File: config.mk
export PLATFORM = sky130hd
export DESIGN_NAME = operand_skew_loader_flat
export DESIGN_NICKNAME = d
export VERILOG_FILES = /design/src/rtl/operand_skew_loader_if.sv /design/src/rtl/operand_skew_loader.sv /design/src/flat_wrapper.sv
export SDC_FILE = /design/constraint.sdc
export NUM_CORES = 2
export LEC_CHECK = 0
export ABC_AREA = 1
export CAP_MARGIN = 30
export CORE_AREA = 2 2 606 548
export CTS_CLUSTER_SIZE = 28
export DETAILED_ROUTE_END_ITERATION = 7
export DIE_AREA = 0 0 608 550
export SLEW_MARGIN = 20
export SYNTH_ARGS = -nofsm -noshare
export SYNTH_HDL_FRONTEND = slang
export SYNTH_SLANG_ARGS = --single-unit
File: constraint.sdc
create_clock -name clk -period 76.5 [get_ports clk]
set_input_delay 22.95 -clock clk [delete_from_list [all_inputs] [get_ports clk]]
set_output_delay 22.95 -clock clk [all_outputs]
set_load 0.02 [all_outputs]
File: src/rtl/operand_skew_loader_if.sv
// rtl/operand_skew_loader_if.sv - operand vector stream and SRAM write port bundle
//
// Purpose: groups the upstream vector handshake and the downstream SRAM
// write port of operand_skew_loader.
// Signals:
//   i_in_valid / i_in_data / o_in_ready : unskewed operand vector stream
//   o_wr_en / o_wr_addr / o_wr_data     : skewed-word SRAM write port
// Modports:
//   slave  : the loader (consumes vectors, drives the write port)
//   master : the environment (supplies vectors, observes the write port)
interface operand_skew_loader_if #(
  parameter int NUM_LANES            = 16,
  parameter int DATA_WIDTH           = 16,
  parameter int LOG2_SRAM_BANK_DEPTH = 9
) ();

  logic                            i_in_valid;
  logic [NUM_LANES*DATA_WIDTH-1:0] i_in_data;
  logic                            o_in_ready;
  logic                            o_wr_en;
  logic [LOG2_SRAM_BANK_DEPTH-1:0] o_wr_addr;
  logic [NUM_LANES*DATA_WIDTH-1:0] o_wr_data;

  modport slave (
    input  i_in_valid,
    input  i_in_data,
    output o_in_ready,
    output o_wr_en,
    output o_wr_addr,
    output o_wr_data
  );

  modport master (
    output i_in_valid,
    output i_in_data,
    input  o_in_ready,
    input  o_wr_en,
    input  o_wr_addr,
    input  o_wr_data
  );

endinterface

File: src/rtl/operand_skew_loader.sv
// rtl/operand_skew_loader.sv - diagonal operand skew formatter for systolic array SRAM
//
// Purpose: accepts K unskewed operand vectors and writes K+NUM_LANES-1
// diagonally skewed words to consecutive SRAM addresses starting at the
// latched base. Lane j of output word m carries v[m-j][j], zero outside
// the valid range.
// Ports:
//   clk, rst      : clock, synchronous active-high reset
//   i_start       : start pulse (IDLE only), latches i_base_addr / i_num_vec
//   i_base_addr   : first SRAM write address
//   i_num_vec     : K, number of vectors (0 ignores the start)
//   bus (slave)   : vector stream in, SRAM write port out
//   o_busy        : job in progress (LOAD or FLUSH)
//   o_done        : pulse with the final write
//   o_end_addr    : address of the last word of the job
module operand_skew_loader #(
  parameter int NUM_LANES            = 16,
  parameter int DATA_WIDTH           = 16,
  parameter int LOG2_SRAM_BANK_DEPTH = 9
) (
  input  logic                            clk,
  input  logic                            rst,
  input  logic                            i_start,
  input  logic [LOG2_SRAM_BANK_DEPTH-1:0] i_base_addr,
  input  logic [LOG2_SRAM_BANK_DEPTH-1:0] i_num_vec,
  operand_skew_loader_if.slave            bus,
  output logic                            o_busy,
  output logic                            o_done,
  output logic [LOG2_SRAM_BANK_DEPTH-1:0] o_end_addr
);

  localparam int AW = LOG2_SRAM_BANK_DEPTH;
  localparam int DW = DATA_WIDTH;
  localparam int WW = NUM_LANES * DATA_WIDTH;

  localparam logic [1:0] ST_IDLE  = 2'd0;
  localparam logic [1:0] ST_LOAD  = 2'd1;
  localparam logic [1:0] ST_FLUSH = 2'd2;

  // Flush runs NUM_LANES-1 steps; the counter restarts at 0 on FLUSH entry.
  localparam logic [AW-1:0] FLUSH_LAST = AW'(NUM_LANES > 1 ? NUM_LANES - 2 : 0);
  localparam logic [AW-1:0] TAIL_LEN   = AW'(NUM_LANES - 1);

  logic [1:0]    state_q, state_d;
  logic [AW-1:0] addr_q, addr_d;         // next SRAM address to write
  logic [AW-1:0] k_last_q, k_last_d;     // K-1
  logic [AW-1:0] cnt_q, cnt_d;           // vectors accepted (LOAD) / flush steps (FLUSH)
  logic          wr_en_q, wr_en_d;
  logic [AW-1:0] wr_addr_q, wr_addr_d;
  logic [WW-1:0] wr_data_q, wr_data_d;
  logic          done_q, done_d;
  logic [AW-1:0] end_addr_q, end_addr_d;

  logic          start_ok;
  logic          step;
  logic [WW-1:0] in_word;
  logic [WW-1:0] skew_word;

  assign start_ok = (state_q == ST_IDLE) && i_start && (i_num_vec != '0);
  assign step     = ((state_q == ST_LOAD) && bus.i_in_valid) || (state_q == ST_FLUSH);

  // Outside LOAD the input is forced to zero so FLUSH drains zeros into the lines.
  assign in_word = (state_q == ST_LOAD) ? bus.i_in_data : '0;

  assign skew_word[DW-1:0] = in_word[DW-1:0];

  // Lane j delays its input by j steps; lines are cleared at job start so no
  // data from an earlier job leaks into the leading words.
  for (genvar j = 1; j < NUM_LANES; j++) begin : g_lane
    logic [DW-1:0] dly_q [0:j-1];

    always_ff @(posedge clk) begin
      if (rst || start_ok) begin
        for (int i = 0; i < j; i++) dly_q[i] <= '0;
      end else if (step) begin
        dly_q[0] <= in_word[j*DW +: DW];
        for (int i = 1; i < j; i++) dly_q[i] <= dly_q[i-1];
      end
    end

    assign skew_word[j*DW +: DW] = dly_q[j-1];
  end

  always_comb begin
    state_d    = state_q;
    addr_d     = addr_q;
    k_last_d   = k_last_q;
    cnt_d      = cnt_q;
    wr_en_d    = step;
    wr_addr_d  = wr_addr_q;
    wr_data_d  = wr_data_q;
    done_d     = 1'b0;
    end_addr_d = end_addr_q;

    if (step) begin
      wr_addr_d = addr_q;
      wr_data_d = skew_word;
      addr_d    = addr_q + AW'(1);
    end

    case (state_q)
      ST_IDLE: begin
        if (start_ok) begin
          state_d    = ST_LOAD;
          addr_d     = i_base_addr;
          k_last_d   = i_num_vec - AW'(1);
          cnt_d      = '0;
          end_addr_d = i_base_addr + i_num_vec - AW'(1) + TAIL_LEN;
        end
      end
      ST_LOAD: begin
        if (bus.i_in_valid) begin
          cnt_d = cnt_q + AW'(1);
          if (cnt_q == k_last_q) begin
            if (NUM_LANES == 1) begin
              state_d = ST_IDLE;
              done_d  = 1'b1;
            end else begin
              state_d = ST_FLUSH;
              cnt_d   = '0;
            end
          end
        end
      end
      ST_FLUSH: begin
        cnt_d = cnt_q + AW'(1);
        if (cnt_q == FLUSH_LAST) begin
          state_d = ST_IDLE;
          done_d  = 1'b1;
        end
      end
      default: state_d = ST_IDLE;
    endcase
  end

  always_ff @(posedge clk) begin
    if (rst) begin
      state_q    <= ST_IDLE;
      addr_q     <= '0;
      k_last_q   <= '0;
      cnt_q      <= '0;
      wr_en_q    <= 1'b0;
      wr_addr_q  <= '0;
      wr_data_q  <= '0;
      done_q     <= 1'b0;
      end_addr_q <= '0;
    end else begin
      state_q    <= state_d;
      addr_q     <= addr_d;
      k_last_q   <= k_last_d;
      cnt_q      <= cnt_d;
      wr_en_q    <= wr_en_d;
      wr_addr_q  <= wr_addr_d;
      wr_data_q  <= wr_data_d;
      done_q     <= done_d;
      end_addr_q <= end_addr_d;
    end
  end

  assign bus.o_in_ready = (state_q == ST_LOAD);
  assign bus.o_wr_en    = wr_en_q;
  assign bus.o_wr_addr  = wr_addr_q;
  assign bus.o_wr_data  = wr_data_q;
  assign o_busy         = (state_q != ST_IDLE);
  assign o_done         = done_q;
  assign o_end_addr     = end_addr_q;

endmodule

File: src/flat_wrapper.sv
// flat-port wrapper written by rule: the top's interface ports become plain ports
module operand_skew_loader_flat 
#(
  parameter int NUM_LANES            = 16,
  parameter int DATA_WIDTH           = 16,
  parameter int LOG2_SRAM_BANK_DEPTH = 9
)
  (clk, rst, i_start, i_base_addr, i_num_vec, o_busy, o_done, o_end_addr, bus_i_in_valid, bus_i_in_data, bus_o_in_ready, bus_o_wr_en, bus_o_wr_addr, bus_o_wr_data);
  operand_skew_loader_if #(.NUM_LANES(NUM_LANES), .DATA_WIDTH(DATA_WIDTH), .LOG2_SRAM_BANK_DEPTH(LOG2_SRAM_BANK_DEPTH)) bus_i ();
  input  logic clk;
  input  logic rst;
  input  logic i_start;
  input  logic [LOG2_SRAM_BANK_DEPTH-1:0] i_base_addr;
  input  logic [LOG2_SRAM_BANK_DEPTH-1:0] i_num_vec;
  output logic o_busy;
  output logic o_done;
  output logic [LOG2_SRAM_BANK_DEPTH-1:0] o_end_addr;
  input wire logic [$bits(bus_i.i_in_valid)-1:0] bus_i_in_valid;
  input wire logic [$bits(bus_i.i_in_data)-1:0] bus_i_in_data;
  output wire logic [$bits(bus_i.o_in_ready)-1:0] bus_o_in_ready;
  output wire logic [$bits(bus_i.o_wr_en)-1:0] bus_o_wr_en;
  output wire logic [$bits(bus_i.o_wr_addr)-1:0] bus_o_wr_addr;
  output wire logic [$bits(bus_i.o_wr_data)-1:0] bus_o_wr_data;
  assign bus_i.i_in_valid = bus_i_in_valid;
  assign bus_i.i_in_data = bus_i_in_data;
  assign bus_o_in_ready = bus_i.o_in_ready;
  assign bus_o_wr_en = bus_i.o_wr_en;
  assign bus_o_wr_addr = bus_i.o_wr_addr;
  assign bus_o_wr_data = bus_i.o_wr_data;
  operand_skew_loader #(.NUM_LANES(NUM_LANES), .DATA_WIDTH(DATA_WIDTH), .LOG2_SRAM_BANK_DEPTH(LOG2_SRAM_BANK_DEPTH)) u_core (.clk(clk), .rst(rst), .i_start(i_start), .i_base_addr(i_base_addr), .i_num_vec(i_num_vec), .bus(bus_i), .o_busy(o_busy), .o_done(o_done), .o_end_addr(o_end_addr));
endmodule
# --- Yosys cells after proc, flatten, opt, wreduce, memory -nomap -nowiden ---
# Memory sizes are Yosys's and may differ from the RTL's. A register that Yosys moved wholly into a read port is not among the register bits.
# Index checks and enable logic that the tools add are counted.
word_totals:
  out_inout_bits: 278
  input_bits: 278
  register_bits: 305
  ram_bits: 1920
  n_memories: 15
  wordCells: 312
classes:
  add_sub_neg: 6
  reduce_logical: 14
  n_eq_ne: 8
  n_mux: 140
  bitwise_logic: 120
mem_list:
  columns: ["memory", "depth", "width", "read_ports", "rd_clocked_by_memory_dff", "write_ports", "line", "source"]
  rows:
  - ["u_core.g_lane[15].dly_q", 15, 16, 15, 1, 15, "operand_skew_loader.sv:70", "logic [DW-1:0] dly_q [0:j-1];"]
  - ["u_core.g_lane[14].dly_q", 14, 16, 14, 1, 14, "operand_skew_loader.sv:70", null]
  - ["u_core.g_lane[13].dly_q", 13, 16, 13, 1, 13, "operand_skew_loader.sv:70", null]
  - ["u_core.g_lane[12].dly_q", 12, 16, 12, 1, 12, "operand_skew_loader.sv:70", null]
  - ["u_core.g_lane[11].dly_q", 11, 16, 11, 1, 11, "operand_skew_loader.sv:70", null]
  - ["u_core.g_lane[10].dly_q", 10, 16, 10, 1, 10, "operand_skew_loader.sv:70", null]
  - ["9 more memories", null, null, null, null, null, null, null]
ops:
  columns: ["operator", "count"]
  rows:
  - ["$mux 16", 120]
  - ["$mux 256", 1]
  - ["$or 1x1->1", 119]
  - ["$mux 9", 6]
  - ["$pmux 9 s3", 1]
  - ["$add 9x1->9 const B", 2]
  - ["$sub 9x1->9 const B", 2]
  - ["$reduce_or 16->1", 1]
  - ["$add 9x4->9 const B", 1]
  - ["$add 9x9->9", 1]
  - ["$eq 9x4->1 const B", 1]
  - ["$eq 9x9->1", 1]
  - ["$reduce_bool 9->1", 1]
  - ["$mux 2", 4]
  - ["$mux 1", 7]
  - ["$pmux 2 s3", 1]
  - ["$ne 2x1->1 const B", 2]
  - ["$ne 2x2->1 const B", 2]
  - ["$reduce_and 4->1", 1]
  - ["$logic_and 1x1->1", 3]
  - ["$reduce_and 3->1", 1]
  - ["$reduce_bool 3->1", 1]
  - ["$eq 2x1->1 const B", 1]
  - ["$eq 2x2->1 const B", 1]
  - ["6 further kinds", 7]

# --- Logic depth before layout (Yosys ltp) ---
depth:
  depth_word: 8
  depth_mapped: 14
  ltp_nobuf: 13

# --- Least setup slack after synthesis ---
# No wires, ideal clock.
synth_path:
  path_type: "in2reg"
  start: "input i_num_vec[0]"
  end: "register u_core.addr_q[1]"
  t_required_ns: 74.620
  slack_ns: 8.680
  setup_time_ns: 1.880
  arrival_ns: 65.940
  path_stages: 10
  n_path_buf: 0
  cell_sequence: "inv_1 > ha_1 > inv_1 > nor2_1 > nand4_1 > nand2_1 > inv_2 > nor2_2 > nand2_1 > o221ai_1"
synth_between:
  elab_chain_len: 4
synth_lines:
  columns: ["item", "line", "source"]
  rows:
  - ["start, declared", "flat_wrapper.sv:14", "input logic [LOG2_SRAM_BANK_DEPTH-1:0] i_num_vec;"]
  - ["$reduce_bool 9->1", "operand_skew_loader.sv:59", "assign start_ok = (state_q == ST_IDLE) && i_start && (i_num_vec != '0);"]
  - ["$logic_and 1x1->1", "operand_skew_loader.sv:59", null]
  - ["$mux 9", "operand_skew_loader.sv:103", "if (start_ok) begin"]
  - ["$mux 9", "operand_skew_loader.sv:101", "case (state_q)"]
  - ["end signal, assigned", "operand_skew_loader.sv:149", "addr_q <= addr_d;"]
  - ["end, declared", "operand_skew_loader.sv:45", "logic [AW-1:0] addr_q, addr_d;"]
# No other way between the ends.
# A chain may end at the register's enable or synchronous reset.

==> impl_metrics.json <==
{
  "status": "finished, final reports clean",
  "synth_cells": 7470,
  "ctsRootBufferMaster": "clkbuf_16",
  "syn_area_per_cell_um2": 11.4,
  "synth_area_mm2": 0.0849,
  "ir_drop_mv": 0.0207,
  "crit_family": "buffers and inverters",
  "slew_viol_final": 0,
  "grt_antenna_before_repair": 28,
  "p_comb_share_pct": 17.8,
  "die_area_mm2": 0.334,
  "layout-drive-gt1-share_pct": 5.42,
  "synth_flop_cell": "edfxtp_1",
  "tns_ps": 0,
  "post_cts_buffers": 0,
  "slew_headroom_pct": 22.0,
  "numClockSinks": 2225,
  "crit_chain": "clkdlybuf4s50_1 > inv_1 > ha_1 > inv_1 > nor2_1 > nand4_1 > nand2_1 > inv_2 > nor2_2 > nand2_4 > buf_4 > buf_4 > buf_16 > buf_4 > buf_12 > buf_4 > buf_16",
  "wl_per_cell_um": 13.9,
  "finalWirelength_um": 175000,
  "synth_top_area_share_pct": 67.9,
  "pwr-share-clk_pct": 31.3,
  "finalSetupViolations": 0,
  "grt_max_degree": 228,
  "critPathKind": "input port to register",
  "drc_errors": 0,
  "ys_async_sr_fraction_pct": 0,
  "grt_pass1_wl_um": 265000,
  "cp.required_ps": 77060,
  "clk_pin_slew_worst_paths_ps": 60,
  "hold_buffers": 0,
  "min_period_ps": 28810,
  "antenna_left": 0,
  "row_count": 200,
  "finalCritPeriodShare_pct": 37.7,
  "gr-total-overflow": 0,
  "core-area_mm2": 0.328,
  "slowest_delay_ps": 760,
  "numCtsBuffers": 240,
  "fin_area_mm2": 0.103,
  "placed_area_mm2": 0.0949,
  "p_per_area_mw_per_mm2": 35.8,
  "clkLatencyLatePin_ps": 910,
  "hold_path_class": "register to register",
  "cp-startpoint": "i_num_vec[0]",
  "total_power_uw": 3690,
  "switchingPower_uw": 1050,
  "fin_skew_ps": 80.6,
  "synth_cell_types": 34,
  "syn-num-nets": 7775,
  "grt_usage_pct": 10.2,
  "viasPerCell": 3.72,
  "grt_pass1_vias": 44800,
  "p_sw_share_pct": 28.6,
  "area_growth_pct": 21.4,
  "first_pass_iters": 5,
  "synth_edf_count": 1920,
  "timing.rr.start": "u_core.state_q[0]",
  "dp_hpwl_um": 107000,
  "port-buffer-count": 555,
  "rsz0062_at_grt": "no",
  "clock_path_buffers": 4,
  "place_congestion": 0.766,
  "htreeDepth": 4,
  "die_w_um": 608,
  "cap_violations": 0,
  "endpoint_kind": "register",
  "cpMaxStageDelayCell": "buf_4",
  "worst_slew_pin_slew_ps": 1170,
  "critPathBufInv": 11,
  "hold_viol_final": 0,
  "p_leak_uw": 0.0402,
  "num-nets-final": 8333,
  "hold_ws_ps": 440,
  "pin_count": 556,
  "fp.dieH_um": 550,
  "cp_max_fo": 189,
  "p_int_uw": 2630,
  "p_seq_share_pct": 50.8,
  "yosys_warnings": 0,
  "synth-seq-area-share_pct": 75.1,
  "start_util_pct": 25.9,
  "cts_resized": 0,
  "min_from": "u_core.g_lane[2].dly_q[1][6]",
  "cp_data_arrival_time_ps": 29370,
  "fmaxAchievable_ghz": 0.0347,
  "path_common_cell": "buf_4",
  "vias": 46800,
  "drtIter0Drc": 3383,
  "crit_path_start_kind": "input port",
  "synth.area.top_cells": "edfxtp_1 (68%), nor2_1 (11%), inv_1 (8.7%)",
  "synth_seq_cells": 2225,
  "synth.largest_area_cell": "edfxtp_1",
  "cts_tree": "done",
  "utilization_pct": 31.4
}
## cells in the final DEF, fill, tap and decap left out, types with 15 or more instances in the layout
cell | synthesis | final
edfxtp_1 | 1920 | 1920
bufinv_16 | 0 | 15
clkinv_2 | 0 | 33
ha_1 | 26 | 26
clkbuf_1 | 106 | 77
dfxtp_1 | 305 | 305
clkbuf_16 | 0 | 242
nor2_1 | 2419 | 2419
nand2_1 | 102 | 100
clkinv_1 | 1 | 19
clkbuf_8 | 0 | 28
buf_4 | 87 | 45
o21ai_0 | 271 | 271
inv_1 | 1974 | 1973
a21oi_1 | 26 | 26
clkdlybuf4s50_1 | 0 | 555
nand3_1 | 49 | 49
## sequential cells by signal, summed over array words and instances, names as in the netlist
register	flops
u_core.state_q	2
u_core.g_lane.dly_q	1920
u_core.addr_q	9
u_core.bus.o_wr_en	1
u_core.o_done	1
u_core.k_last_q	9
u_core.bus.o_wr_addr	9
u_core.bus.o_wr_data	256
u_core.o_end_addr	9
u_core.cnt_q	9
## cells by family after synthesis
family	after synthesis	share of synthesized area, %
AOI/OAI and AO/OA	314	1.90
xor gates and xnor gates	21	0.217
adders and majority gates	27	0.407
buffers and inverters	2287	10.7
DFF	2225	75.1
and+or+nand+nor	2596	11.6
## path summary, 6_finish.rpt
kind	slack (ps)	cells after the start	to
hold / removal	440	2	u_core.bus.o_wr_data[38]
setup reg to reg	69950	15	u_core.g_lane[5].dly_q[0][0]
hold reg to reg	440	2	u_core.bus.o_wr_data[38]
setup / recovery	47690	17	u_core.g_lane[5].dly_q[0][0]
## power by group through the flow
stage	sequential [uW]	clock [uW]	combinational [uW]
finish	1870	1150	657
global route	1910	1250	741
CTS	1880	1200	674
detailed placement	1910	0	670
global placement	1900	0	660
floorplan	2500	0	337
## tightest hold or removal path: cells and delay by family (launching register included)
kind	cells	cell delay (ps)
and+or+nand+nor	1	70
AOI/OAI and AO/OA	1	70
DFF	1	310
## per-stage QoR
stage,setup slack (ps),std cells
final,47690,12600
after global routing,47160,12600
after CTS,47680,12600
after detailed placement,46670,12100
after global placement,46390,12100
after floorplan,8680,7470
## synth_stat cells (3+ instances only)
cell type and count:
nor2_1 2419, inv_1 1974, edfxtp_1 1920, dfxtp_1 305, o21ai_0 271, clkbuf_1 106, nand2_1 102, buf_2 101
buf_4 87, nand3_1 49, a21oi_1 26, ha_1 26, xor2_1 14, nor2_2 13, buf_6 11, xnor2_1 7
nand4_1 5, nor3_1 5, inv_2 4, a22o_1 3, buf_1 3, o21ai_1 3
## metal layers
metal / up-vias / global-route usage [%] / wire (um)
met5: - / 0 / 0
met4: 0 / 3.49 / 5150
met3: 296 / 1.85 / 7280
met2: 718 / 17.7 / 86300
met1: 21900 / 12.8 / 76400
li1: 23900 / - / -
## layout make-up
type | instances | area, um2
fillers | 33200 | 225000
flip-flops and latches | 2225 | 63800
inverters | 1979 | 7460
well taps | 4343 | 5430
clock buffers | 348 | 6740
multi-input cells | 2958 | 12000
diodes | 7 | 17.5
repair buffers | 624 | 6470
clock inverters | 101 | 1180
(Power assumes the default switching activity.)
